**config.mk**
```make
export PLATFORM = sky130hd
export DESIGN_NAME = ex_muldiv
export DESIGN_NICKNAME = d
export VERILOG_FILES = /design/src/rtl/ex_muldiv_pkg.sv /design/src/rtl/ex_muldiv_core.sv /design/src/rtl/ex_muldiv.sv
export SDC_FILE = /design/constraint.sdc
export NUM_CORES = 1
export LEC_CHECK = 0
export BUFFER_PORTS_ARGS = -buffer_cell sky130_fd_sc_hd__buf_2
export CAP_MARGIN = 25
export CORE_MARGIN = 2
export CORE_UTILIZATION = 55
export CTS_CLUSTER_DIAMETER = 120
export DETAILED_ROUTE_END_ITERATION = 7
export PLACE_DENSITY_LB_ADDON = 0.1
export SYNTH_ARGS = -nofsm -noshare
export SYNTH_HDL_FRONTEND = slang
export SYNTH_SLANG_ARGS = --single-unit
```
**constraint.sdc**
```tcl
create_clock -name i_clk -period 3.4 [get_ports i_clk]
set_input_delay 0 -clock i_clk [delete_from_list [all_inputs] [get_ports i_clk]]
set_output_delay 0 -clock i_clk [all_outputs]
set_load 0.02 [all_outputs]
```
**src/rtl/ex_muldiv_pkg.sv**
```systemverilog
// Shared definitions for the execute-stage multiply/divide unit:
// funct codes, FSM state encoding and small decode helpers.
package ex_muldiv_pkg;

    localparam logic [5:0] FUNCT_MFHI  = 6'h10;
    localparam logic [5:0] FUNCT_MTHI  = 6'h11;
    localparam logic [5:0] FUNCT_MFLO  = 6'h12;
    localparam logic [5:0] FUNCT_MTLO  = 6'h13;
    localparam logic [5:0] FUNCT_MULT  = 6'h18;
    localparam logic [5:0] FUNCT_MULTU = 6'h19;
    localparam logic [5:0] FUNCT_DIV   = 6'h1A;
    localparam logic [5:0] FUNCT_DIVU  = 6'h1B;

    localparam logic LOW  = 1'b0;
    localparam logic HIGH = 1'b1;

    typedef enum logic [1:0] {
        ST_IDLE = 2'b00,
        ST_RUN  = 2'b01,
        ST_FIX  = 2'b10
    } md_state_t;

    function automatic logic is_iter_op(input logic [5:0] f);
        return (f == FUNCT_MULT) || (f == FUNCT_MULTU) ||
               (f == FUNCT_DIV)  || (f == FUNCT_DIVU);
    endfunction

    function automatic logic is_div_op(input logic [5:0] f);
        return (f == FUNCT_DIV) || (f == FUNCT_DIVU);
    endfunction

    function automatic logic is_signed_op(input logic [5:0] f);
        return (f == FUNCT_MULT) || (f == FUNCT_DIV);
    endfunction

endpackage

```
**src/rtl/ex_muldiv_core.sv**
```systemverilog
// Iterative datapath: one shift-add (multiply) or restoring step (divide)
// per i_step. Ports: i_load latches operands, o_last flags the final
// iteration, o_hi/o_lo present the sign-corrected result.
module ex_muldiv_core
    import ex_muldiv_pkg::*;
#(
    parameter int W = 32
) (
    input  logic         i_clk,
    input  logic         i_reset_n,
    input  logic         i_load,
    input  logic         i_step,
    input  logic         i_is_div,
    input  logic         i_signed,
    input  logic [W-1:0] i_op_a,
    input  logic [W-1:0] i_op_b,
    output logic         o_last,
    output logic [W-1:0] o_hi,
    output logic [W-1:0] o_lo
);

    localparam int CW = $clog2(W) + 1;

    // acc holds the product for multiply, {remainder, quotient} for divide
    logic [2*W-1:0] acc_q;
    logic [W-1:0]   b_q;
    logic [CW-1:0]  cnt_q;
    logic           div_q;
    logic           q_neg_q;
    logic           r_neg_q;

    logic           a_neg;
    logic           b_neg;
    logic [W-1:0]   a_abs;
    logic [W-1:0]   b_abs;

    assign a_neg = i_signed & i_op_a[W-1];
    assign b_neg = i_signed & i_op_b[W-1];
    assign a_abs = a_neg ? -i_op_a : i_op_a;
    assign b_abs = b_neg ? -i_op_b : i_op_b;

    logic [W:0]     msum;
    logic [W-1:0]   maddend;
    logic [W:0]     dshift;
    logic [W:0]     dsub;
    logic [2*W-1:0] acc_step;

    always_comb begin
        maddend = acc_q[0] ? b_q : '0;
        msum    = {1'b0, acc_q[2*W-1:W]} + {1'b0, maddend};
        dshift  = {acc_q[2*W-1:W], acc_q[W-1]};
        dsub    = dshift - {1'b0, b_q};
        acc_step = acc_q;
        if (div_q) begin
            // restore when the trial subtraction goes negative
            if (!dsub[W])
                acc_step = {dsub[W-1:0], acc_q[W-2:0], HIGH};
            else
                acc_step = {dshift[W-1:0], acc_q[W-2:0], LOW};
        end else begin
            acc_step = {msum, acc_q[W-1:1]};
        end
    end

    always_ff @(posedge i_clk or negedge i_reset_n) begin
        if (!i_reset_n) begin
            acc_q   <= '0;
            b_q     <= '0;
            cnt_q   <= '0;
            div_q   <= LOW;
            q_neg_q <= LOW;
            r_neg_q <= LOW;
        end else if (i_load) begin
            // multiplier sits in the low half, multiplicand in b_q
            acc_q   <= {{W{1'b0}}, i_is_div ? a_abs : b_abs};
            b_q     <= i_is_div ? b_abs : a_abs;
            cnt_q   <= '0;
            div_q   <= i_is_div;
            q_neg_q <= a_neg ^ b_neg;
            r_neg_q <= a_neg;
        end else if (i_step) begin
            acc_q <= acc_step;
            cnt_q <= cnt_q + 1'b1;
        end
    end

    assign o_last = (cnt_q == CW'(W - 1));

    logic [2*W-1:0] prod_fix;
    logic [W-1:0]   quo_fix;
    logic [W-1:0]   rem_fix;

    always_comb begin
        prod_fix = q_neg_q ? -acc_q : acc_q;
        quo_fix  = q_neg_q ? -acc_q[W-1:0] : acc_q[W-1:0];
        rem_fix  = r_neg_q ? -acc_q[2*W-1:W] : acc_q[2*W-1:W];
        o_hi     = div_q ? rem_fix : prod_fix[2*W-1:W];
        o_lo     = div_q ? quo_fix : prod_fix[W-1:0];
    end

endmodule

```
**src/rtl/ex_muldiv.sv**
```systemverilog
// Execute-stage MULT/DIV unit owning HI/LO; decodes funct, runs the FSM
// and drives o_stall, o_result(_valid) and the o_hi/o_lo registers.
module ex_muldiv
    import ex_muldiv_pkg::*;
#(
    parameter int BUS_SIZE = 32
) (
    input  logic                i_clk,
    input  logic                i_reset_n,
    input  logic                i_enable,
    input  logic                i_flush,
    input  logic                i_valid,
    input  logic [5:0]          i_funct,
    input  logic [BUS_SIZE-1:0] i_op_a,
    input  logic [BUS_SIZE-1:0] i_op_b,
    output logic                o_stall,
    output logic [BUS_SIZE-1:0] o_result,
    output logic                o_result_valid,
    output logic [BUS_SIZE-1:0] o_hi,
    output logic [BUS_SIZE-1:0] o_lo
);

    md_state_t           state_q;
    md_state_t           state_d;
    logic [BUS_SIZE-1:0] hi_q;
    logic [BUS_SIZE-1:0] hi_d;
    logic [BUS_SIZE-1:0] lo_q;
    logic [BUS_SIZE-1:0] lo_d;

    logic                core_load;
    logic                core_step;
    logic                core_last;
    logic [BUS_SIZE-1:0] core_hi;
    logic [BUS_SIZE-1:0] core_lo;

    logic is_mfhi;
    logic is_mflo;
    logic is_mthi;
    logic is_mtlo;
    logic is_div;
    logic div_zero;
    logic start;

    assign is_mfhi  = (i_funct == FUNCT_MFHI);
    assign is_mflo  = (i_funct == FUNCT_MFLO);
    assign is_mthi  = (i_funct == FUNCT_MTHI);
    assign is_mtlo  = (i_funct == FUNCT_MTLO);
    assign is_div   = is_div_op(i_funct);
    assign div_zero = is_div & (i_op_b == '0);
    assign start    = is_iter_op(i_funct) & ~div_zero;

    always_ff @(posedge i_clk or negedge i_reset_n) begin
        if (!i_reset_n) begin
            state_q <= ST_IDLE;
            hi_q    <= '0;
            lo_q    <= '0;
        end else begin
            state_q <= state_d;
            hi_q    <= hi_d;
            lo_q    <= lo_d;
        end
    end

    always_comb begin
        state_d   = state_q;
        hi_d      = hi_q;
        lo_d      = lo_q;
        core_load = LOW;
        core_step = LOW;
        if (i_enable) begin
            unique case (state_q)
                ST_IDLE: begin
                    if (i_valid && !i_flush) begin
                        unique case (1'b1)
                            is_mthi: hi_d = i_op_a;
                            is_mtlo: lo_d = i_op_a;
                            // divide by zero completes without iterating
                            div_zero: begin
                                hi_d = i_op_a;
                                lo_d = '1;
                            end
                            start: begin
                                core_load = HIGH;
                                state_d   = ST_RUN;
                            end
                            default: ;
                        endcase
                    end
                end
                ST_RUN: begin
                    if (i_flush) begin
                        state_d = ST_IDLE;
                    end else begin
                        core_step = HIGH;
                        if (core_last)
                            state_d = ST_FIX;
                    end
                end
                ST_FIX: begin
                    state_d = ST_IDLE;
                    if (!i_flush) begin
                        hi_d = core_hi;
                        lo_d = core_lo;
                    end
                end
                default: state_d = ST_IDLE;
            endcase
        end
    end

    ex_muldiv_core #(
        .W (BUS_SIZE)
    ) u_core (
        .i_clk     (i_clk),
        .i_reset_n (i_reset_n),
        .i_load    (core_load),
        .i_step    (core_step),
        .i_is_div  (is_div),
        .i_signed  (is_signed_op(i_funct)),
        .i_op_a    (i_op_a),
        .i_op_b    (i_op_b),
        .o_last    (core_last),
        .o_hi      (core_hi),
        .o_lo      (core_lo)
    );

    assign o_stall        = (state_q != ST_IDLE);
    assign o_result_valid = ~o_stall & i_valid & (is_mfhi | is_mflo);
    assign o_result       = is_mfhi ? hi_q : (is_mflo ? lo_q : '0);
    assign o_hi           = hi_q;
    assign o_lo           = lo_q;

endmodule

```
# Yosys cells after proc, flatten, opt, wreduce, memory -nomap -nowiden
# Cells that the tools add are included.
# totals
out_inout_bits	98
word_cells	98
input_bits	75
regBits	171
# op_classes
eq_ne	17
n_mux	38
addsub	8
n_reduce_logical	16
n_bitwise	10
# op_table
cell	n
32-bit 2-to-1 mux	16
64-bit 2-to-1 mux	5
32-bit one-hot mux with 2 select lines	3
32-bit negation	4
64-bit negation	1
6-bit by 5-bit == test with 1-bit output, second input constant	9
32-bit by 32-bit adder with 33-bit output	1
33-bit by 32-bit subtractor with 33-bit output	1
32-bit logical NOT	1
6-bit 2-to-1 mux	2
5-bit AND reduction	2
2-bit 2-to-1 mux	4
2-bit != test, second input constant	4
1-bit 2-to-1 mux	7
6-bit by 1-bit adder with 6-bit output, second input constant	1
1-bit bitwise AND	6
3-bit != test, second input constant	2
2-bit nonzero test	3
1-bit logical OR	5
2-bit one-hot mux with 2 select lines	1
4-bit AND reduction	1
2-bit by 1-bit == test with 1-bit output, second input constant	1
2-bit == test, second input constant	1
2-bit logical NOT	1
other kinds (6)	7

# Depth between registers and ports, before layout
# Gate-level depths: netlist of the first run.
# depth
ltp_word	10
depth_mapped	15

# Hierarchy
# A second synthesis of the first run with hierarchy kept.
# hier_totals
hier_cells	1989
area_unflattened_um2	16298.1
# modules_own_cells
module	instances	area_each_um2	cells_per_inst
ex_muldiv_core	1	12121.6	1632
ex_muldiv	1	4176.5	357

# Least setup slack after synthesis of the first run
# No wires, ideal clock.
# synth_timing
path_kind	flip-flop to flip-flop
start	register u_core.acc_q[31]
end	register u_core.acc_q[52]
setup_slack_ns	0.084
path_stages_with_launch	15
arrival_time_ns	3.186
synth_period_minus_slack_ns	3.316
setup_time_ns	0.130
n_path_buf	2
path_cell_list	dfrtp_1 inv_1 ha_1 fa_1 nand2b_1 a21o_1 a31oi_1 a31oi_1 o211ai_1 a21oi_1 or2_2 buf_2 buf_2 a211oi_1 o21ai_0
# synth_between
elab_chain_cells	5
# synth_rtl
item	line	text
start, declared	ex_muldiv_core.sv:25	logic [2*W-1:0] acc_q;
start signal, assigned	ex_muldiv_core.sv:75	acc_q <= {{W{1'b0}}, i_is_div ? a_abs : b_abs};
start signal, assigned	ex_muldiv_core.sv:82	acc_q <= acc_step;
33-bit by 32-bit subtractor with 33-bit output	ex_muldiv_core.sv:52	dsub = dshift - {1'b0, b_q};
64-bit 2-to-1 mux	ex_muldiv_core.sv:56	if (!dsub[W])
64-bit 2-to-1 mux	ex_muldiv_core.sv:54	if (div_q) begin
64-bit 2-to-1 mux	ex_muldiv_core.sv:81	end else if (i_step) begin
64-bit 2-to-1 mux	ex_muldiv_core.sv:73	end else if (i_load) begin
# No other way between the ends. The select of a mux whose other input is x is not followed.
# A chain may end at the register's enable or synchronous reset.

# Final worst setup path of the first run
# layout_timing
start	register u_core.acc_q[11]
end	register hi_q[11] (netlist: o_hi[11])
# layout_between
elab_chain_cells	5
# layout_rtl
item	line	text
64-bit negation	ex_muldiv_core.sv:94	prod_fix = q_neg_q ? -acc_q : acc_q;
64-bit 2-to-1 mux	ex_muldiv_core.sv:94	
32-bit 2-to-1 mux	ex_muldiv_core.sv:97	o_hi = div_q ? rem_fix : prod_fix[2*W-1:W];
32-bit 2-to-1 mux	ex_muldiv.sv:101	if (!i_flush) begin
32-bit one-hot mux with 2 select lines	ex_muldiv.sv:71	unique case (state_q)
end signal, assigned	ex_muldiv.sv:59	hi_q <= hi_d;
end, declared	ex_muldiv.sv:25	logic [BUS_SIZE-1:0] hi_q;
# No other way between the ends. The select of a mux whose other input is x is not followed.

==> results of run 1 <==
stage by stage:
step	instance area [um^2]	hold slack, ps	TNS [ps]	instances	worst slack (ps)
2_1_floorplan	15400	-296	0	2015	84.1
3_3_place_gp	17300	91.5	-37.1	2562	-37.1
3_5_place_dp	17300	86.9	-22.4	2562	-22.4
4_1_cts	18300	10.6	0	2633	9.41
5_1_grt	18500	40.7	-69.1	2634	-21.9
6_report	18500	27.1	0	2636	86.9
metal layers:
layer / track usage / vias up
li1: - / 7737
met5: 0 / -
met3: 0.0785 / 194
met4: 0.178 / 0
met2: 0.583 / 1107
met1: 0.603 / 8010
how the worst min path moves through the flow:
stage                                  end  slack [ps]
after floorplan                    o_hi[0]        -300
after global placement    u_core.acc_q[53]          90
after detailed placement  u_core.acc_q[53]          90
after CTS                         o_lo[25]          10
after global routing              o_hi[25]          40
final                      u_core.acc_q[3]          30
cell usage in the layout (no fill, tap or decap), drive strengths merged, types with 10 or more instances in the layout:
cell type,count
xnor2,97
nand3,34
xor2,78
o31ai,26
mux2i,87
inv,65
or3,10
o22ai,34
a21oi,161
o41ai,17
nand2,251
ha,69
and2,11
a21o,28
dfrtp,171
buf,310
a22oi,13
o221ai,36
nor3,39
nand2b,18
o211ai,24
clkbuf,20
o21a,11
or2,10
nand4,23
nor2,194
dlygate4sd3,38
nor4,18
or4,14
a31oi,17
o21ai,221
cell usage after synthesis, types with 5 or more instances:
library cell	n	share of area
ha_1	69	0.056
nor3_1	36	0.012
or3_1	10	0.0041
a21o_1	28	0.014
nor2_1	194	0.047
dfrtp_1	171	0.28
xnor2_1	97	0.055
o22ai_1	34	0.014
a21oi_1	160	0.052
a31oi_1	17	0.0069
a211o_1	5	0.0028
nor2b_1	9	0.0037
o21bai_1	8	0.0039
nand4_1	23	0.0093
a211oi_1	9	0.0044
nand3b_1	6	0.0029
inv_1	63	0.015
buf_2	15	0.0049
buf_1	10	0.0024
o221ai_1	36	0.020
mux2i_1	87	0.057
o211ai_1	24	0.012
o41ai_1	17	0.0097
clkbuf_1	111	0.027
or2_2	10	0.0041
and2_1	10	0.0041
o31ai_1	25	0.012
o21ai_0	216	0.070
nand3_1	34	0.011
a32oi_1	5	0.0028
or4_1	13	0.0063
a22oi_1	13	0.0063
nor3b_1	6	0.0029
o21ai_1	5	0.0016
xor2_1	78	0.044
o21a_1	10	0.0049
nor4_1	18	0.0073
nand2b_1	18	0.0073
nand2_1	251	0.061
and3_1	6	0.0024
power by group:
group | internal [uW] | switching (uW)
sequential | 2300 | 259
clock | 1210 | 913
combinational | 1150 | 1860
total | 4660 | 3040
layout make-up:
| class | count | area [um^2] | share of cell area |
|---|---|---|---|
| Antenna cell | 2 | 5.00 | 0.000271 |
| Clock buffer | 20 | 457 | 0.0247 |
| Clock inverter | 12 | 164 | 0.00887 |
| Inverter | 63 | 236 | 0.0128 |
| Multi-Input combinational cell | 1642 | 10500 | 0.568 |
| Sequential cell | 171 | 4280 | 0.232 |
| Tap cell | 378 | 473 | 0.0256 |
| Timing Repair Buffer | 348 | 2360 | 0.128 |
repair_timing:
item,CTS,global route
endpoints found under the setup margin,7,38
endpoints found under the hold margin,117,0
resized for setup,2,30
setup buffers,1,0
hold buffers,38,0
pin swaps,1,5
worst max-delay path, stage by stage, from the launching register on:
cell and delay [ps]:
dfrtp_1 450, or4_1 650, or4_1 520, or3_4 460
o311ai_0 370, o21ai_1 140, xnor2_1 240, nor2_1 80
a21oi_1 200, o21ai_1 80
logic make-up after synthesis:
logic type               Yosys count  synth area share
AND/OR/NAND/NOR                  659             0.195
XOR/XNOR                         175            0.0995
buffers and inverters            202            0.0517
AO/OA/AOI/OAI                    649             0.260
adder cells (fa/ha/maj)           71            0.0587
multiplexers                      88            0.0573
flip-flops                       171             0.278
state kept, by name (all words and copies together), names as in the netlist:
| name | cells |
|---|---|
| u_core.acc_q | 64 |
| o_hi | 32 |
| o_lo | 32 |
| u_core.b_q | 32 |
| u_core.cnt_q | 6 |
| state_q | 2 |
| u_core.div_q | 1 |
| u_core.q_neg_q | 1 |
| u_core.r_neg_q | 1 |
==> flow_summary.toml, run 1 <==
[run_status]
status = "complete, but fails checks"
failed_checks = "DRC"

[floorplanning]
die_h_um = 171
io_pins = 173
rows = 61
core_um2 = 27700
dieArea_um2 = 29400
die_x_um = 171
start_util = 0.556

[detailed_routing]
wl_met1_um = 25900
drc = 9
drtPass1Iterations = 8
dr_total_vias = 17000
drt-initial-drc-count = 2605
wl_met2_um = 25000
wl_met3_um = 6550
vias_per_cell = 6.47
wl_per_cell_um = 22.9
highest_layer = "met4"
ant_nets = 0
wl_um = 60400

[pwr]
p_leak_uw = 0.00846
peakVddDrop_mv = 0.356
power_uw = 7690
power.density_nw_per_um2 = 416

[global_routing]
grt_overflow = 0
grt_pass1_wl_um = 90300
grt_pass1_vias = 14900
grt_max_degree = 76
grt_usage = 0.410
antenna_found_initial = 0

[cells_and_area]
area_delta_synth_final_pct = 20.0
drive_above_1_share = 0.176
fin_util = 0.667
fillers = 2414
nets = 2389

[worst_hold_path]
holdCritPathClass = "in2reg"
hold_path_depth = 5
hold_start = "i_op_b[3]"

[logic_synthesis]
synth-seq-area-share = 0.278
synth_seq_cells = 171
ys_types = 74
synthFlopType = "dfrtp_1"
synth_enable_flop_cells = 0
synthCells = 2015
async_flop_share = 1.00
syn_nets = 2161
synth_area_per_cell_um2 = 7.64
netlist_area_um2 = 15400
yosysWarnings = 0

[sta]
finalHoldViolCount = 0
fmax_ghz = 0.302
finalMaxSlewViolations = 0
setup_violations = 0
worstMarginPinSlew_ps = 977
min_period_ps = 3310
relSlewSlack = 0.348
fin_crit_sh = 0.974
skew_ps = 18.0

[cts]
clock_path_buffers = 2
cts_tree = "built"
clock-sinks = 171
path_clk_slew_ps = 80
h-tree-depth = 4
worstSkewPairLatency_ps = 460
cts_root_buf = "clkbuf_16"
numCtsBuffers = 17

[critical_path]
r2r-end = "o_hi[11]"
r2r_setup_slack_ps = 90
crit_arrival_ps = 3640
cp_max_fo = 6
cp-end-kind = "register"
required_ps = 3730
timing.critical_path.to = "o_hi[11]"
cp-startpoint = "u_core.acc_q[11]"
path_class = "reg2reg"
critPathLaunchType = "register"
timing.rr.start = "u_core.acc_q[11]"
r2r_cells = 9

[placement]
place.gp.congestion = 1.01
io_buffers = 172
dp_hpwl_um = 46600

[flow_run]
maxCapViolCount = 0
No activity file was read; power rests on OpenSTA's default activity.
==> run 2: changes to the inputs <==
- CORE_MARGIN: 2 -> unset
==> run 2 against run 1 <==
Routed wire length fell by 2.5%. Sequential share of layout area rose by 0.12 points. Core utilization rose by 0.95 points. The run now ends clean. Hold slack got worse by 17 ps. Register-to-register slack barely moved. Global-route usage rose by 0.48 points. Critical endpoint is now u_core.acc_q[36]. Maximum frequency barely moved. Die area fell by 2.3%. Combinational power fell by 2%. Via count fell by 1.4%. Setup slack barely moved. Sequential power barely moved. Largest power group unchanged.
==> flow_summary.toml, run 2 (same netlist as run 1, synthesis figures left out) <==
[placement]
dp_slack_ps = -20.5
place.gp.congestion = 1.05
dp_hpwl_um = 45200
io_buffers = 172

[detailed_routing]
drc = 0
drt-initial-drc-count = 2137
ant_nets = 0
wl_per_cell_um = 22.5
vias_per_cell = 6.40
wl_um = 58900
drtPass1Iterations = 6
dr_total_vias = 16800

[critical_path]
path_class = "reg2reg"
r2r_setup_slack_ps = 90
required_ps = 3720
cp-end-kind = "register"
cpPeakStageDelay_ps = 410
timing.rr.start = "u_core.b_q[0]"
critPathLaunchType = "register"
cp-startpoint = "u_core.b_q[0]"
cp_max_fo = 15
crit_family = "compound AO/OA/AOI/OAI gates"
crit_top_cell = "a31oi_2"
crit_arrival_ps = 3640
r2r_cells = 13
path_buf_inv = 2
crit_chain = "ha_1 > fa_1 > nand2b_1 > a21o_1 > a31oi_2 > a31oi_2 > o211ai_1 > a21oi_1 > buf_4 > nor2_4 > buf_12 > mux2i_1 > o21ai_0"
cp.depth = 13
cpMaxStageDelayCell = "fa_1"

[sta]
fin_crit_sh = 0.974
finalSetupTns_ps = 0
min_period_ps = 3310
setup_violations = 0
finalHoldViolCount = 0
holdWs_ps = 10.1
fmax_ghz = 0.302
worstMarginPinSlew_ps = 1100
relSlewSlack = 0.265
fin_ws_ps = 87.4
finalMaxSlewViolations = 0
skew_ps = 16.8

[floorplanning]
dieArea_um2 = 28700
core_um2 = 27200
die_x_um = 169
start_util = 0.567
io_pins = 173
rows = 60
die_h_um = 169

[cells_and_area]
area_delta_synth_final_pct = 19.4
layout_common_cells = "nand2_1 (250), o21ai_0 (213), nor2_1 (192)"
largest_reg_flops = 64
final_common_cell = "nand2_1"
regMostFlops = "u_core.acc_q"
nets = 2384
drive_above_1_share = 0.172
fillers = 2378
fin_util = 0.676

[flow_run]
maxCapViolCount = 0

[global_routing]
antenna_found_initial = 0
grt_pass1_vias = 15300
grt_usage = 0.415
grt_max_degree = 85
grt_pass1_wl_um = 90600
grt_overflow = 0

[pwr]
clkPwrFrac = 0.282
seq_power_share = 0.334
peakVddDrop_mv = 0.332
p_leak_uw = 0.00842
combinationalPowerShare = 0.384
switching_share = 0.397
p_int_uw = 4640
power.density_nw_per_um2 = 418
power.net_switching_uw = 3050

[cts]
h-tree-depth = 4
numCtsBuffers = 17
cts_root_buf = "clkbuf_16"
clock_path_buffers = 2
worstSkewPairLatency_ps = 460
cts_tree = "built"
path_clk_slew_ps = 70
clock-sinks = 171

[run_status]
status = "finished clean"

[worst_hold_path]
hold_start = "i_op_b[8]"
holdCritPathClass = "in2reg"
hold_path_depth = 5
==> run 2: metrics by stage <==
stage | area [um^2] | std cells | total power (uW)
global route | 18400 | 2623 | 8030
detailed placement | 17200 | 2549 | 5370
finish | 18400 | 2624 | 7690
global placement | 17200 | 2547 | 5320
CTS | 18200 | 2619 | 7560
floorplan | 15400 | 2015 | 4310
==> run 2: area by class of cell <==
cell class / instances / area (um^2) / share of cell area
Timing Repair Buffer: 343 / 2330 / 0.127
Sequential cell: 171 / 4280 / 0.233
Tap cell: 372 / 465 / 0.0253
Inverter: 63 / 236 / 0.0129
Clock buffer: 17 / 425 / 0.0231
Clock inverter: 15 / 200 / 0.0109
Antenna cell: 1 / 2.50 / 0.000136
Multi-Input combinational cell: 1642 / 10400 / 0.568
==> run 2: worst paths after layout <==
path | to
worst max-delay path | u_core.acc_q[36]
worst min-delay path | u_core.acc_q[8]
worst max register to register | u_core.acc_q[36]
worst min register to register | u_core.b_q[13]
max in group asynchronous | u_core.acc_q[30]
min in group asynchronous | u_core.acc_q[63]
==> run 2: timing repair <==
item,4_1_cts,5_1_grt
hold buffers,37,0
setup buffers,1,3
hold endpoints to repair,129,0
pin swaps,1,4
resized for setup,0,23
endpoints found under the setup margin,2,17
==> run 2: layer usage <==
layer  routed length [um]  GRT usage  vias up  share of wire
met2                25000      0.622     1060           0.42
li1                     -          -     7691              -
met4                 2540      0.170        0          0.043
met3                 6200     0.0812      152           0.11
met5                    0          0        -              0
met1                25200      0.584     7902           0.43
==> run 2: power groups by stage <==
stage          clock network [uW]  registers (uW)  logic [uW]
2_1_floorplan                   0            2670        1650
3_5_place_dp                    0            2590        2780
6_report                     2170            2570        2950
4_1_cts                      2170            2550        2840
5_1_grt                      2240            2590        3190
3_3_place_gp                    0            2580        2740
==> run 2: worst min-delay path: stages <==
cell and delay (ps):
buf_2 90, xor2_1 80, nor2_1 80, a21oi_1 40, o21ai_0 130
